==> config.mk <==
export PLATFORM = sky130hd
export DESIGN_NAME = operation_mac_bw16_inc3
export DESIGN_NICKNAME = d
export VERILOG_FILES = /design/src/rtl/operation_mac_bw16_inc3.sv
export SDC_FILE = /design/constraint.sdc
export NUM_CORES = 1
export LEC_CHECK = 0
export ABC_CLOCK_PERIOD_IN_PS = 3800
export CAP_MARGIN = 20
export CORE_ASPECT_RATIO = 0.6
export CORE_MARGIN = 3
export CORE_UTILIZATION = 30
export CTS_CLUSTER_DIAMETER = 60
export DETAILED_ROUTE_END_ITERATION = 16
export SYNTH_ARGS = -nofsm -noshare
export SYNTH_HDL_FRONTEND = slang
export SYNTH_SLANG_ARGS = --single-unit
export TNS_END_PERCENT = 10
==> constraint.sdc <==
create_clock -name CLK -period 3.8 [get_ports CLK]
set_clock_uncertainty 0.1 [all_clocks]
set_input_delay 0.38 -clock CLK [delete_from_list [all_inputs] [get_ports CLK]]
set_output_delay 0.38 -clock CLK [all_outputs]
set_load 0.01 [all_outputs]
==> src/rtl/operation_mac_bw16_inc3.sv <==
// operation_mac_bw16_inc3: ST/RD responder computing RES = IN0*IN1 + IN2 by
// shift-add over BW cycles. Optional saturating result: OPERATION_MAC_SATURATE_EN.
// Ports: CLK, RST (sync, active-high), ST start (rising edge), RD ready,
//        RES result, IN0 multiplicand, IN1 multiplier, IN2 addend.
module operation_mac_bw16_inc3 #(
  parameter int BW = 16
) (
  input  logic          CLK,
  input  logic          RST,
  input  logic          ST,
  output logic          RD,
  output logic [BW-1:0] RES,
  input  logic [BW-1:0] IN0,
  input  logic [BW-1:0] IN1,
  input  logic [BW-1:0] IN2
);

  localparam int AW = 2*BW+1;
  localparam int CW = (BW > 1) ? $clog2(BW) : 1;

  localparam logic [1:0] S_IDLE = 2'd0;
  localparam logic [1:0] S_CALC = 2'd1;
  localparam logic [1:0] S_DONE = 2'd2;

  logic [1:0]    r_state;
  logic          r_st_old;
  logic [CW-1:0] r_cnt;
  logic [AW-1:0] r_a;
  logic [BW-1:0] r_b;
  logic [AW-1:0] r_acc;

  logic          w_start;
  logic [BW-1:0] w_res;

  assign w_start = ST & ~r_st_old;

`ifdef OPERATION_MAC_SATURATE_EN
  logic w_ovf;
  assign w_ovf = |r_acc[AW-1:BW];
  assign w_res = w_ovf ? {BW{1'b1}} : r_acc[BW-1:0];
`else
  // Upper accumulator bits only matter for saturation.
  logic w_unused_hi;
  assign w_unused_hi = ^r_acc[AW-1:BW];
  assign w_res = r_acc[BW-1:0];
`endif

  always_ff @(posedge CLK) begin
    if (RST) begin
      r_state  <= S_IDLE;
      r_st_old <= 1'b0;
      r_cnt    <= '0;
      r_a      <= '0;
      r_b      <= '0;
      r_acc    <= '0;
      RD       <= 1'b1;
      RES      <= '0;
    end else begin
      r_st_old <= ST;
      // A start edge wins in any state, aborting work in flight.
      if (w_start) begin
        r_a     <= {{(AW-BW){1'b0}}, IN0};
        r_b     <= IN1;
        r_acc   <= {{(AW-BW){1'b0}}, IN2};
        r_cnt   <= '0;
        RD      <= 1'b0;
        r_state <= S_CALC;
      end else begin
        unique case (r_state)
          S_CALC: begin
            if (r_b[0]) r_acc <= r_acc + r_a;
            r_a   <= r_a << 1;
            r_b   <= r_b >> 1;
            r_cnt <= r_cnt + CW'(1);
            if (r_cnt == CW'(BW-1)) r_state <= S_DONE;
          end
          S_DONE: begin
            RES     <= w_res;
            RD      <= 1'b1;
            r_state <= S_IDLE;
          end
          default: r_state <= S_IDLE;
        endcase
      end
    end
  end

endmodule

==> results of run 1 <==
layout by cell type, fill, tap and decap left out, drive strengths merged, types with 3 or more instances in the layout:
cell / synthesis / routed
nand2: 49 / 49
mux2i: 33 / 33
a211oi: 34 / 34
and3: 10 / 10
a21o: 3 / 3
o21ai: 8 / 8
nor2b: 3 / 3
nor2: 49 / 49
buf: 7 / 6
nand4: 3 / 3
bufinv: 0 / 3
ha: 16 / 16
xor2: 7 / 7
nand3: 5 / 5
clkdlybuf4s50: 0 / 66
o21a: 3 / 3
a21oi: 39 / 39
o211ai: 4 / 4
o22ai: 8 / 8
dfxtp: 72 / 72
clkbuf: 23 / 10
xnor2: 9 / 9
inv: 5 / 6
registers in the layout, summed over array words and instances, names as in the netlist:
register / cells
RES: 16
r_a: 16
r_b: 16
RD: 1
r_acc: 16
r_cnt: 4
r_st_old: 1
r_state: 2
routing by layer:
layer	vias to the layer above	global-route usage (%)	wire, um
li1	1609	-	-
met1	1442	25.0	5760
met5	-	0	0
met4	0	3.38	53
met3	7	5.14	665
met2	84	17.0	3300
logic make-up after synthesis:
logic type,Yosys count,synth area share [%]
and+or+nand+nor,129,15.6
DFF,72,39.5
AOI/OAI and AO/OA,114,20.7
muxes,33,9.06
adders and majority gates,17,6.04
xor gates and xnor gates,16,3.84
buffers and inverters,36,5.18
per-stage QoR:
stage / instance area, sq um / hold slack, ns / power (W) / util (%) / worst slack (ns)
detailed placement: 4390 / 0.348 / 0.00116 / 38.0 / 1.29
global route: 4740 / 0.368 / 0.00224 / 41.0 / 1.14
floorplan: 3650 / 0.341 / 0.00105 / - / 1.54
CTS: 4740 / 0.357 / 0.00216 / 41.0 / 1.29
global placement: 4390 / 0.345 / 0.00116 / 38.0 / 1.39
finish: 4740 / 0.355 / 0.00215 / 41.0 / 1.28
report_power, final:
| part | switching, W | total (W) | internal [W] |
|---|---|---|---|
| clock network | 0.000332 | 0.000994 | 0.000662 |
| registers | 0.0000432 | 0.000843 | 0.000800 |
| logic | 0.000157 | 0.000309 | 0.000151 |
| total | 0.000532 | 0.00215 | 0.00161 |
worst paths after layout:
path	endpoint	cells past startpoint
hold reg to reg	RES[15]	2
setup reg to reg	r_acc[12]	8
hold / removal	RES[15]	2
setup / recovery	r_acc[12]	8
final cells by class:
type / instances / area, sq um / share of cell area [%]
clock inverters: 6 / 115 / 2.43
well taps: 160 / 200 / 4.22
repair buffers: 72 / 703 / 14.8
inverters: 5 / 18.8 / 0.396
flip-flops and latches: 72 / 1440 / 30.4
clock buffers: 10 / 239 / 5.04
multi-input cells: 309 / 2030 / 42.7
critical path, cell delays in order (launching register included):
cell and delay [ns]:
dfxtp_1 0.33, ha_1 0.24, fa_1 0.40, a21o_1 0.21, a221oi_2 0.38, o21ai_0 0.24
o22ai_1 0.24, xnor2_1 0.14, o22ai_1 0.09
==> results.yml, run 1 <==
outcome:
  status: "completed"
critical_path:
  critical_path.max_fanout: 4
  critical_path_class: "reg -> reg"
  end_kind: "register"
  regToRegStartpoint: "r_a[0]"
  rrSetupSlack_ns: 1.28
  cp.required_ns: 3.90
  crit_arrival_ns: 2.61
  cp-start-kind: "register"
  cp-startpoint: "r_a[0]"
routing:
  route.antenna.remaining_nets: 0
  wl_mm: 9.78
  vias: 3142
  wl_per_cell_um: 15.4
  drt-initial-drc-count: 210
  viasPerCell: 4.96
  route.detailed.drc: 0
  dr.pass1.iters: 5
yosys:
  yosys_warnings: 0
  synth_top_cell_by_area: "dfxtp_1"
  synth_cells: 417
  avgSynthCellArea_sq_um: 8.74
  synth_edf_count: 0
  synth_flop_cell: "dfxtp_1"
  syn_area_sq_mm: 0.00365
  yosysMostFrequentCell: "dfxtp_1"
  synthTopCellsByArea: "dfxtp_1 40%, mux2i_1 9.1%, a211oi_1 7.0%, ha_1 5.5%, a21oi_1 5.2%"
  ys_ff_latch: 72
  yosys-top-cells-count: "72 x dfxtp_1, 49 x nand2_1, 49 x nor2_1"
  synth_top_area_share_pct: 39.5
  ys_seq_area_share_pct: 39.5
  ys_types: 50
  async_reset_ff_share_pct: 0
  syn-num-nets: 485
clock_network:
  cts-resized-gates: 0
  h-tree-depth: 3
  clkTransAtPathRegs_ns: 0.06
  cts-root-buf: "clkbuf_16"
  postCtsSetupBuffers: 0
  cts_buffers: 9
  clk_latency_ns: 0.34
  cts_hold_buf: 0
  clock_path_buffers: 2
  cts_tree: "built"
  clock-sinks: 72
floorplanning:
  fp.dieW_um: 148
  die_area_sq_mm: 0.0136
  die_y_um: 91.4
  coreArea_sq_mm: 0.0116
  initial_core_util_pct: 31.5
  ioPinCount: 68
  rows: 30
sta:
  worst_pin_slew_ns: 0.816
  drv_slew: 0
  period_needed_ns: 2.52
  maxSlewHeadroom_pct: 45.3
  rsz0062_at_grt: "false"
  fmax_ghz: 0.397
  finalCritPeriodShare_pct: 66.3
  fin_tns_setup_ns: 0
  setup_viol: 0
  hold_viol: 0
final_layout:
  layout.nets: 537
  fin_cells: 634
  diodes: 0
  drive_above_1_share_pct: 6.54
  synthToLayoutAreaGrowth_pct: 30.1
  fillers: 1177
place:
  post-place-cells: 618
  dpl.hpwl_mm: 7.27
  portBuffers: 67
  gp_congestion: 0.847
flow_run:
  maxCapViolCount: 0
global_route:
  grt_pass1_vias: 2947
  grt_pass1_wl_mm: 15.9
  grt_usage_pct: 14.9
  antenna_found_initial: 0
  gr-total-overflow: 0
  grt_max_degree: 70
pwr:
  vdd_drop_max_mv: 0.245
  powerDensity_mw_per_mm2: 452
  power_leakage_nw: 1.80
worst_hold_path:
  hp-start: "RES[15]"
  hold_class: "reg -> reg"
Note: power is estimated with default switching activity, not from simulation.
==> inputs of run 2 (changes only) <==
ABC_CLOCK_PERIOD_IN_PS = 2100   (was 3800)
clock period = 2.1 ns   (was 3.8 ns; I/O delays follow)
==> run 2 against run 1 <==
  * The run now ends with negative setup slack left
  * Maximum frequency is 17% higher
  * Critical path depth stayed put
  * Wire length increased by 3.4%
  * Worst hold slack got worse by 0.15 ns
  * Largest cell class unchanged
  * Critical path type unchanged
==> results.yml, run 2 (synthesis results as in run 1) <==
outcome:
  status: "finished with violations"
  violations: "negative setup slack"
clock_network:
  clock_path_buffers: 2
  h-tree-depth: 3
  clkTransAtPathRegs_ns: 0.05
  postCtsSetupBuffers: 0
  clk_latency_ns: 0.33
  cts_buffers: 9
  clock-sinks: 72
  cts_tree: "built"
  cts-root-buf: "clkbuf_16"
  cts_hold_buf: 0
routing:
  route.antenna.remaining_nets: 0
  dr.pass1.iters: 4
  viasPerCell: 4.79
  wl_mm: 10.1
  drt-initial-drc-count: 219
  vias: 3207
  wl_per_cell_um: 15.1
  route.detailed.drc: 0
sta:
  fin_tns_setup_ns: -0.153
  rsz0062_at_grt: "true"
  setup_slack_ns: -0.0514
  period_needed_ns: 2.15
  worst_pin_slew_ns: 0.788
  timing.hold.ws_ns: 0.209
  setup_viol: 5
  fmax_ghz: 0.465
  maxSlewHeadroom_pct: 47.2
  hold_viol: 0
  drv_slew: 0
  finalCritPeriodShare_pct: 102
global_route:
  grt_pass1_vias: 3032
  grt_pass1_wl_mm: 16.2
  grt_max_degree: 70
  grt_usage_pct: 15.2
  gr-total-overflow: 0
  antenna_found_initial: 0
final_layout:
  drive_above_1_share_pct: 16.1
  final_cell_mix: "69 x dfxtp_1, 66 x clkdlybuf4s50_1, 49 x nand2_1, 49 x nor2_1, 39 x buf_4"
  layout_commonest_cell: "dfxtp_1"
  fin_util_pct: 44.4
  layout.nets: 573
  diodes: 0
  synthToLayoutAreaGrowth_pct: 40.6
pwr:
  internal_power_w: 0.00300
  p_comb_share_pct: 17.3
  power_frac_clock_pct: 44.4
  p_sw_w: 0.000967
  p_sw_share_pct: 24.4
  power_w: 0.00397
  powerDensity_mw_per_mm2: 774
  vdd_drop_max_mv: 0.436
  seqPwrFrac_pct: 38.3
  power_leakage_nw: 2.01
critical_path:
  crit_arrival_ns: 2.24
  crit_slowest_cell: "fa_2"
  slowest_delay_ns: 0.34
  crit_chain: "ha_4, fa_2, a21o_1, a221oi_4, nor2_1, a21oi_2, xor2_1, o22ai_1"
  cp-start-kind: "register"
  critical_path_class: "reg -> reg"
  critical_path.max_fanout: 4
  cp.required_ns: 2.18
  end_kind: "register"
place:
  dpl.hpwl_mm: 7.52
  portBuffers: 67
  gp_congestion: 0.883
worst_hold_path:
  hold_class: "in -> reg"
flow_run:
  maxCapViolCount: 0
floorplanning:
  initial_core_util_pct: 31.5
  ioPinCount: 68
  die_y_um: 91.4
  die_area_sq_mm: 0.0136
  coreArea_sq_mm: 0.0116
  fp.dieW_um: 148
  rows: 30
-- run 2: cell count changes in the layout (fill, tap and decap cells not counted), moves of 3 or more --
cell	change
dfxtp_1	-3
buf_4	+34
a21oi_2	+3
a21oi_1	-3
dfxtp_2	+3
-- run 2: per-layer routing --
| layer | part of all wire [%] | vias up | GRT usage [%] | routed length (um) |
|---|---|---|---|---|
| li1 | - | 1676 | - | - |
| met1 | 55 | 1432 | 25.2 | 5560 |
| met2 | 35 | 97 | 18.0 | 3540 |
| met3 | 9.7 | 2 | 4.64 | 976 |
| met4 | 0.27 | 0 | 3.69 | 27 |
| met5 | 0 | - | 0 | 0 |
-- run 2: power by group through the flow --
stage | combinational, W | clock (W) | sequential [W]
CTS | 0.000672 | 0.00180 | 0.00152
floorplan | 0.000389 | 0 | 0.00152
global placement | 0.000653 | 0 | 0.00154
detailed placement | 0.000658 | 0 | 0.00154
global route | 0.000755 | 0.00186 | 0.00153
finish | 0.000686 | 0.00176 | 0.00152
-- run 2: what timing repair did --
action | CTS | global route
pin swaps | 9 | 7
endpoints found under the setup margin | 8 | 11
resized for setup | 10 | 7
-- run 2: layout make-up --
cell class	instances	area, sq um
clock buffer	11	243
multi-input combinational	309	2120
inverter	5	18.8
clock inverter	5	104
fill	1183	6430
tap	160	200
sequential	72	1450
timing repair buffer	108	998
-- run 2: path summary, 6_finish.rpt --
path | slack [ns] | startpoint | depth (start not counted) | to
max | -0.05 | r_a[0] | 8 | r_acc[10]
min | 0.21 | RST | 3 | r_acc[14]
max reg2reg | -0.05 | r_a[0] | 8 | r_acc[10]
min reg2reg | 0.36 | RES[7] | 2 | RES[7]
-- run 2: worst max-delay path, delay by kind of cell, from the launching register on --
kind            cells  cell delay (ns)
compound gates      4             0.79
simple gates        1             0.09
xor+xnor            1             0.20
fa+ha+maj           2             0.50
flops               1             0.33
-- run 2: per-stage QoR --
step | cells | instance area (sq um) | setup WS, ns
global route | 670 | 5130 | -0.189
CTS | 670 | 5090 | -0.0696
global placement | 654 | 4690 | -0.0911
finish | 670 | 5130 | -0.0514
detailed placement | 654 | 4690 | -0.150
floorplan | 417 | 3650 | 0.00808
==> inputs of run 3 (changes only) <==
CORE_ASPECT_RATIO = default   (was 0.6)
GPL_TIMING_DRIVEN = 0   (was default)
HOLD_SLACK_MARGIN = 0.02   (was default)
==> run 3 against run 2 <==
  * The flow still finishes with violations (negative setup slack)
  * Global-route usage down 0.11 points
  * Clock power increased by 3%
  * Sequential power is essentially flat
  * Wire length fell by 2.1%
  * Sequential cell count did not move
  * Non-clock buffer count down 10
  * Die area is 0.32% lower
  * Clock-buffer cell count down 1
  * Critical endpoint is now r_acc[13]
==> results.yml, run 3 (synthesis results as in run 1) <==
critical_path:
  rrSetupSlack_ns: -0.11
  critical_path.max_fanout: 6
  end_kind: "register"
  crit_end: "r_acc[13]"
  cp.required_ns: 2.25
  slowest_delay_ns: 0.39
  rr_endpoint: "r_acc[13]"
  crit_arrival_ns: 2.36
  crit_slowest_cell: "dfxtp_1"
  cp-start-kind: "register"
  critical_path_class: "reg -> reg"
  reg2regPathDepth: 7
  regToRegStartpoint: "r_a[6]"
  crit_chain: "ha_2, and2_0, a221o_1, o211ai_2, a21oi_2, o31a_1, o32ai_1"
  cp-startpoint: "r_a[6]"
final_layout:
  fin_util_pct: 42.3
  diodes: 0
  final_cell_mix: "66 x clkdlybuf4s50_1, 65 x dfxtp_1, 49 x nand2_1, 49 x nor2_1, 35 x a21oi_1"
  synthToLayoutAreaGrowth_pct: 35.4
  layout_commonest_cell: "clkdlybuf4s50_1"
  layout.nets: 563
  fin_cells: 643
  drive_above_1_share_pct: 10.6
routing:
  dr.pass1.iters: 7
  route.antenna.remaining_nets: 0
  route.detailed.drc: 0
  drt-initial-drc-count: 134
  wl_mm: 9.90
  vias: 3167
  wl_per_cell_um: 15.4
  viasPerCell: 4.93
clock_network:
  cts-root-buf: "clkbuf_16"
  h-tree-depth: 3
  clock-sinks: 72
  clkTransAtPathRegs_ns: 0.06
  clk_latency_ns: 0.34
  cts_buffers: 9
  cts_tree: "built"
  clock_path_buffers: 2
sta:
  period_needed_ns: 2.21
  worst_pin_slew_ns: 0.582
  hold_viol: 0
  finalCritPeriodShare_pct: 105
  fmax_ghz: 0.453
  setup_slack_ns: -0.109
  maxSlewHeadroom_pct: 61.2
  timing.hold.ws_ns: 0.186
  setup_viol: 6
  rsz0062_at_grt: "true"
  drv_slew: 0
worst_hold_path:
  hold_class: "in -> reg"
  hp-start: "RST"
global_route:
  met3_usage_pct: 4.09
  grtUsageMet2_pct: 23.4
  grt_max_degree: 14
  grt_usage_pct: 15.1
  met1_usage_pct: 20.5
  antenna_found_initial: 0
  grt_pass1_vias: 3168
  gr-total-overflow: 0
  grt.busiest_layer: "met2"
  grt_pass1_wl_mm: 16.0
outcome:
  status: "finished with violations"
  violations: "negative setup slack"
floorplanning:
  ioPinCount: 68
  coreArea_sq_mm: 0.0117
  die_area_sq_mm: 0.0135
  rows: 39
  fp.dieW_um: 116
  die_y_um: 116
  initial_core_util_pct: 31.3
pwr:
  vdd_drop_max_mv: 0.415
  powerDensity_mw_per_mm2: 798
  power_w: 0.00394
  power_leakage_nw: 1.86
place:
  post-place-cells: 626
  gp_congestion: 0.793
  dpl.hpwl_mm: 7.59
  portBuffers: 66
flow_run:
  maxCapViolCount: 0
## run 3: cell count changes in the layout (fill, tap and decap cells not counted), moves of 3 or more
cell	change
buf_4	-37
clkbuf_1	+18
dfxtp_1	-4
dfxtp_2	+4
buf_1	+3
clkbuf_8	+3
## run 3: worst min path at each step
stage / endpoint / slack [ns] / cells after the start
finish: r_cnt[0] / 0.19 / 3
global route: RES[10] / 0.19 / 3
CTS: RES[10] / 0.18 / 3
detailed placement: RES[15] / 0.35 / 2
global placement: RES[7] / 0.34 / 2
floorplan: r_st_old / 0.24 / 1
## run 3: worst max-delay path, delay by kind of cell, from the launching register on
kind / cells / cell delay (ns)
fa+ha+maj: 1 / 0.34
simple gates: 1 / 0.15
flops: 1 / 0.39
compound gates: 5 / 1.13
## run 3: where the power goes
part	leakage [nW]	internal (W)	switching (W)
combinational	1.10	0.000299	0.000303
clock	0.169	0.00120	0.000618
sequential	0.594	0.00145	0.0000732
## run 3: layer usage
metal  part of all wire [%]  vias up
met5                      0        -
met4                   0.93        0
met3                    5.1        8
met2                     44       64
met1                     50     1447
li1                       -     1648
## run 3: area by class of cell
class	count	area [sq um]
fill	1179	6720
buffer	31	170
multi-input combinational	309	2100
timing repair buffer	67	668
inverter	5	18.8
clock inverter	6	115
sequential	72	1450
clock buffer	10	239
tap	143	179
## run 3: per-stage QoR
| stage | instance area [sq um] | TNS, ns | setup WS, ns |
|---|---|---|---|
| finish | 4940 | -0.466 | -0.109 |
| global route | 4940 | -1.37 | -0.240 |
| CTS | 4920 | -0.522 | -0.113 |
| detailed placement | 4490 | -5.16 | -0.269 |
| global placement | 4490 | -4.45 | -0.307 |
| floorplan | 3650 | 0 | 0.00808 |
## run 3: what timing repair did
item / CTS / global route
pin swaps: 3 / 1
endpoints found under the setup margin: 8 / 15
cloned: 0 / 0
setup buffers: 1 / 0
gates resized for setup: 16 / 6
hold buffers: 0 / 0
==> variant 1 (flow settings as in run 2) <==
`BW`: 16 -> 32.
--- a/src/rtl/operation_mac_bw16_inc3.sv
+++ b/src/rtl/operation_mac_bw16_inc3.sv
@@ -4,5 +4,5 @@
 //        RES result, IN0 multiplicand, IN1 multiplier, IN2 addend.
 module operation_mac_bw16_inc3 #(
-  parameter int BW = 16
+  parameter int BW = 32
 ) (
   input  logic          CLK,
Interface: changed (resized IN0, IN1, IN2 and RES); port bits go from 68 to 132. No check against the original RTL was run, so the function may have changed too.
==> variant 1 against run 2 <==
  * The run still ends with setup timing left
  * Combinational power grew to 2.5 times the old value
  * Power grew 91%
  * Via count grew 130%
  * Critical path type unchanged
  * Final area grew 110%
  * Critical endpoint is now r_acc[30]$_SDFFE_PP0P_
  * Sequential cell count grew 65
  * Synthesized area grew 100%
  * Wire length grew 140%
  * Global-route usage grew 2.9 points
  * Setup slack lost 420 ps
==> variant 1: results (changes against run 2) <==
placed_design:
  dpl_cell_area_mm2: 0.0101  # +110%
  port_buffers: 131  # +96%
  gp_congestion: 0.897  # +1.6%
  dp_hpwl_um: 17300  # +130%
  place_ws_ps: -570  # -420 ps
synthesis:
  synth_nets: 1003  # +110%
  synth_xor_xnor_area_share: 0.0325  # -0.00596
  synth_cell_type_count: 60  # +20%
grt:
  grt_usage: 0.181  # +0.0291
  grt_start_max_net_pins: 97  # +39%
clock_tree:
  holdBufCountCts: 1  # +1
  clkLatencyLatePin_ps: 440  # +110 ps
finish:
  nFillCells: 2310  # +95%
  clkCellAreaFrac: 0.0529  # -0.0147
  multi_input_gates: 663  # +110%
timing:
  worstMarginPinSlew_ps: 536  # -253 ps
  layout_setup_ws_ps: -471  # -420 ps
  setup_viol: 26  # +21
routing:
  drtPass1Iterations: 5  # +1
  viasPerCell: 4.97  # +3.9%
  drtIter0Drc: 396  # +81%
setup_path:
  cp.arrival_ps: 2800  # +560 ps
  critical-path-slowest-cell: "or4_4"
power_and_ir_drop:
  p_leak_nw: 4.32  # +120%
run_status:
  outcome: "finished, violations left"
  violations: "setup timing"
## variant 1: cells by family after synthesis
group / count (synthesis)
AND/OR/NAND/NOR: 275
buffers and inverters: 70
AO/OA/AOI/OAI: 260
XOR/XNOR: 27
flip-flops: 137
multiplexers: 67
adder cells (fa/ha/maj): 34
## variant 1: per-layer routing
metal / part of all wire / GRT usage
met1: 0.55 / 0.282
met2: 0.39 / 0.243
met3: 0.052 / 0.0477
met4: 0.0091 / 0.0431
met5: 0 / 0
## variant 1: worst max-delay path by stage
| stage | endpoint | slack (ps) | depth (start not counted) |
|---|---|---|---|
| floorplan | r_acc[30]$_SDFFE_PP0P_ | -410 | 10 |
| global placement | r_acc[21]$_SDFFE_PP0P_ | -630 | 11 |
| detailed placement | r_acc[21]$_SDFFE_PP0P_ | -570 | 11 |
| CTS | r_acc[30]$_SDFFE_PP0P_ | -520 | 10 |
| global route | r_acc[30]$_SDFFE_PP0P_ | -550 | 9 |
| finish | r_acc[30]$_SDFFE_PP0P_ | -470 | 9 |
## variant 1: power by group
group | switching, mW | internal, mW | leakage (nW)
Clock | 1.22 | 1.75 | 0.277
Sequential | 0.110 | 2.76 | 1.13
Combinational | 0.809 | 0.910 | 2.92
Total | 2.14 | 5.42 | 4.32
## variant 1: through the flow
| step | hold WS, ps | power, mW |
|---|---|---|
| 3_5_place_dp | 347 | 4.55 |
| 4_1_cts | 257 | 7.59 |
| 6_report | 268 | 7.56 |
| 2_1_floorplan | 238 | 3.77 |
| 5_1_grt | 267 | 7.93 |
| 3_3_place_gp | 342 | 4.56 |
## variant 1: worst min-delay path, delay by kind of cell
family / cells / cell delay [ps]
simple gates: 1 / 100
buf+inv: 1 / 400
compound gates: 1 / 60
==> variant 2 (settings of run 2) <==
Without the edit above. Register the inputs `ST`, `IN0`, `IN1` and `IN2` before use, without a reset. The logic sees them one clock later.
--- a/src/rtl/operation_mac_bw16_inc3.sv
+++ b/src/rtl/operation_mac_bw16_inc3.sv
@@ -23,4 +23,16 @@
   localparam logic [1:0] S_DONE = 2'd2;
 
+  logic ST_q;
+  logic [BW-1:0] IN0_q;
+  logic [BW-1:0] IN1_q;
+  logic [BW-1:0] IN2_q;
+
+  always_ff @(posedge CLK) begin
+    ST_q  <= ST;
+    IN0_q <= IN0;
+    IN1_q <= IN1;
+    IN2_q <= IN2;
+  end
+
   logic [1:0]    r_state;
   logic          r_st_old;
@@ -33,5 +45,5 @@
   logic [BW-1:0] w_res;
 
-  assign w_start = ST & ~r_st_old;
+  assign w_start = ST_q & ~r_st_old;
 
 `ifdef OPERATION_MAC_SATURATE_EN
@@ -57,10 +69,10 @@
       RES      <= '0;
     end else begin
-      r_st_old <= ST;
+      r_st_old <= ST_q;
       // A start edge wins in any state, aborting work in flight.
       if (w_start) begin
-        r_a     <= {{(AW-BW){1'b0}}, IN0};
-        r_b     <= IN1;
-        r_acc   <= {{(AW-BW){1'b0}}, IN2};
+        r_a     <= {{(AW-BW){1'b0}}, IN0_q};
+        r_b     <= IN1_q;
+        r_acc   <= {{(AW-BW){1'b0}}, IN2_q};
         r_cnt   <= '0;
         RD      <= 1'b0;
Formal check against the unedited RTL: not equivalent (a bounded check fails within 4 cycles, from zero or initial values and one cycle with RST high).
==> variant 2 against run 2 <==
  * Synthesized area increased by 29%
  * Final area increased by 22%
  * Setup slack improved by 61 ps
  * Hold slack got worse by 70 ps
  * Power increased by 45%
  * Critical path depth unchanged
  * Die area increased by 27%
  * Sequential cell count increased by 49
  * Wire length increased by 11%
  * Largest cell class is now registers
  * Highest routed layer unchanged
==> variant 2: results (changes against run 2) <==
hold_path:
  min_path_cells: 1  # -2
  hp-start: "IN0[0]"
  hp-class: "in -> reg"
finish:
  nClkBuffers: 19  # +8
  multi_input_area_mm2: 0.00216  # +2.1%
  nFillCells: 1444  # +22%
  register_area_mm2: 0.00242  # +68%
  drive_above_1_share: 0.134  # -0.0265
  nonClockBufferCount: 93  # -14%
  nonClkBufAreaFrac: 0.139  # -0.0554
  final_area_mm2: 0.00627  # +22%
  nets: 639  # +12%
  nNonClkInverters: 9  # +4
  clkCellAreaFrac: 0.0842  # +0.0166
power_and_ir_drop:
  ir_worst_vdd_mv: 0.523  # +20%
  power_frac_clock: 0.447  # +0.003
  seq-power_mw: 2.51  # +65%
  p_switching_mw: 1.43  # +48%
  internal_power_mw: 4.31  # +44%
  p_leak_nw: 2.38  # +18%
synthesis:
  synth_mux_area_frac: 0.0728  # -0.0178
  ys_seq_area_frac: 0.516  # +0.121
  synth_common_cells: "dfxtp_1, nand2_1, nor2_1"
  synth_compound_gate_area_share: 0.168  # -0.0392
  synth_seq_cells: 121  # +68%
  synth_xor_xnor_area_share: 0.0243  # -0.0142
  synth_nets: 557  # +15%
  synth_adder_area_share: 0.0469  # -0.0135
  synth_cell_type_count: 47  # -6.0%
setup_path:
  cp_top_family: "compound AO/OA/AOI/OAI gates"
  cp.arrival_ps: 2300  # +60 ps
  critPathMaxFanout: 3  # -1
  cp_slowest_stage_delay_ps: 370  # +30 ps
clock_tree:
  htree_levels: 4  # +1
  cts_inserted_buffers: 17  # +8
routing:
  drt-total-wl_um: 11200  # +11%
  dr_total_vias: 3756  # +17%
  drtIter0Drc: 215  # -1.8%
placed_design:
  place_ws_ps: -148  # +1.54 ps
  dpl_cell_area_mm2: 0.00570  # +21%
  gp_congestion: 0.890  # +0.80%
  dp_hpwl_um: 7850  # +4.5%
grt:
  grt_start_max_net_pins: 68  # -2.9%
  grt_pass1_wl_um: 18900  # +17%
  grt_usage: 0.139  # -0.0134
run_status:
  outcome: "complete, no violations"
timing:
  worstMarginPinSlew_ps: 692  # -96.5 ps
floorplan:
  dieArea_mm2: 0.0172  # +27%
[variant 2: final timing paths]
kind / to / slack, ps
min: IN0_q[0]$_DFF_P_ / 140
min reg2reg: r_acc[2]$_SDFFE_PP0P_ / 360
max reg2reg: r_acc[12]$_SDFFE_PP0P_ / 10
max: r_acc[12]$_SDFFE_PP0P_ / 10
[variant 2: per-stage QoR]
step                      TNS (ps)  cells  hold WS, ps
final                            0    779          139
after global routing          -569    779          130
after CTS                    -42.3    779          126
after detailed placement      -669    750          345
after global placement        -282    750          335
after floorplan                  0    489          138
[variant 2: timing repair]
action	CTS	global route
setup endpoints to repair	8	11
resized for setup	6	8
gates cloned	0	0
pin swaps	2	2
[variant 2: layer usage]
metal	global-route usage	vias to the layer above	wire [um]
met3	0.0425	11	682
met1	0.187	1744	5690
met2	0.211	97	4740
met5	0	-	0
met4	0.0534	0	118
li1	-	1904	-
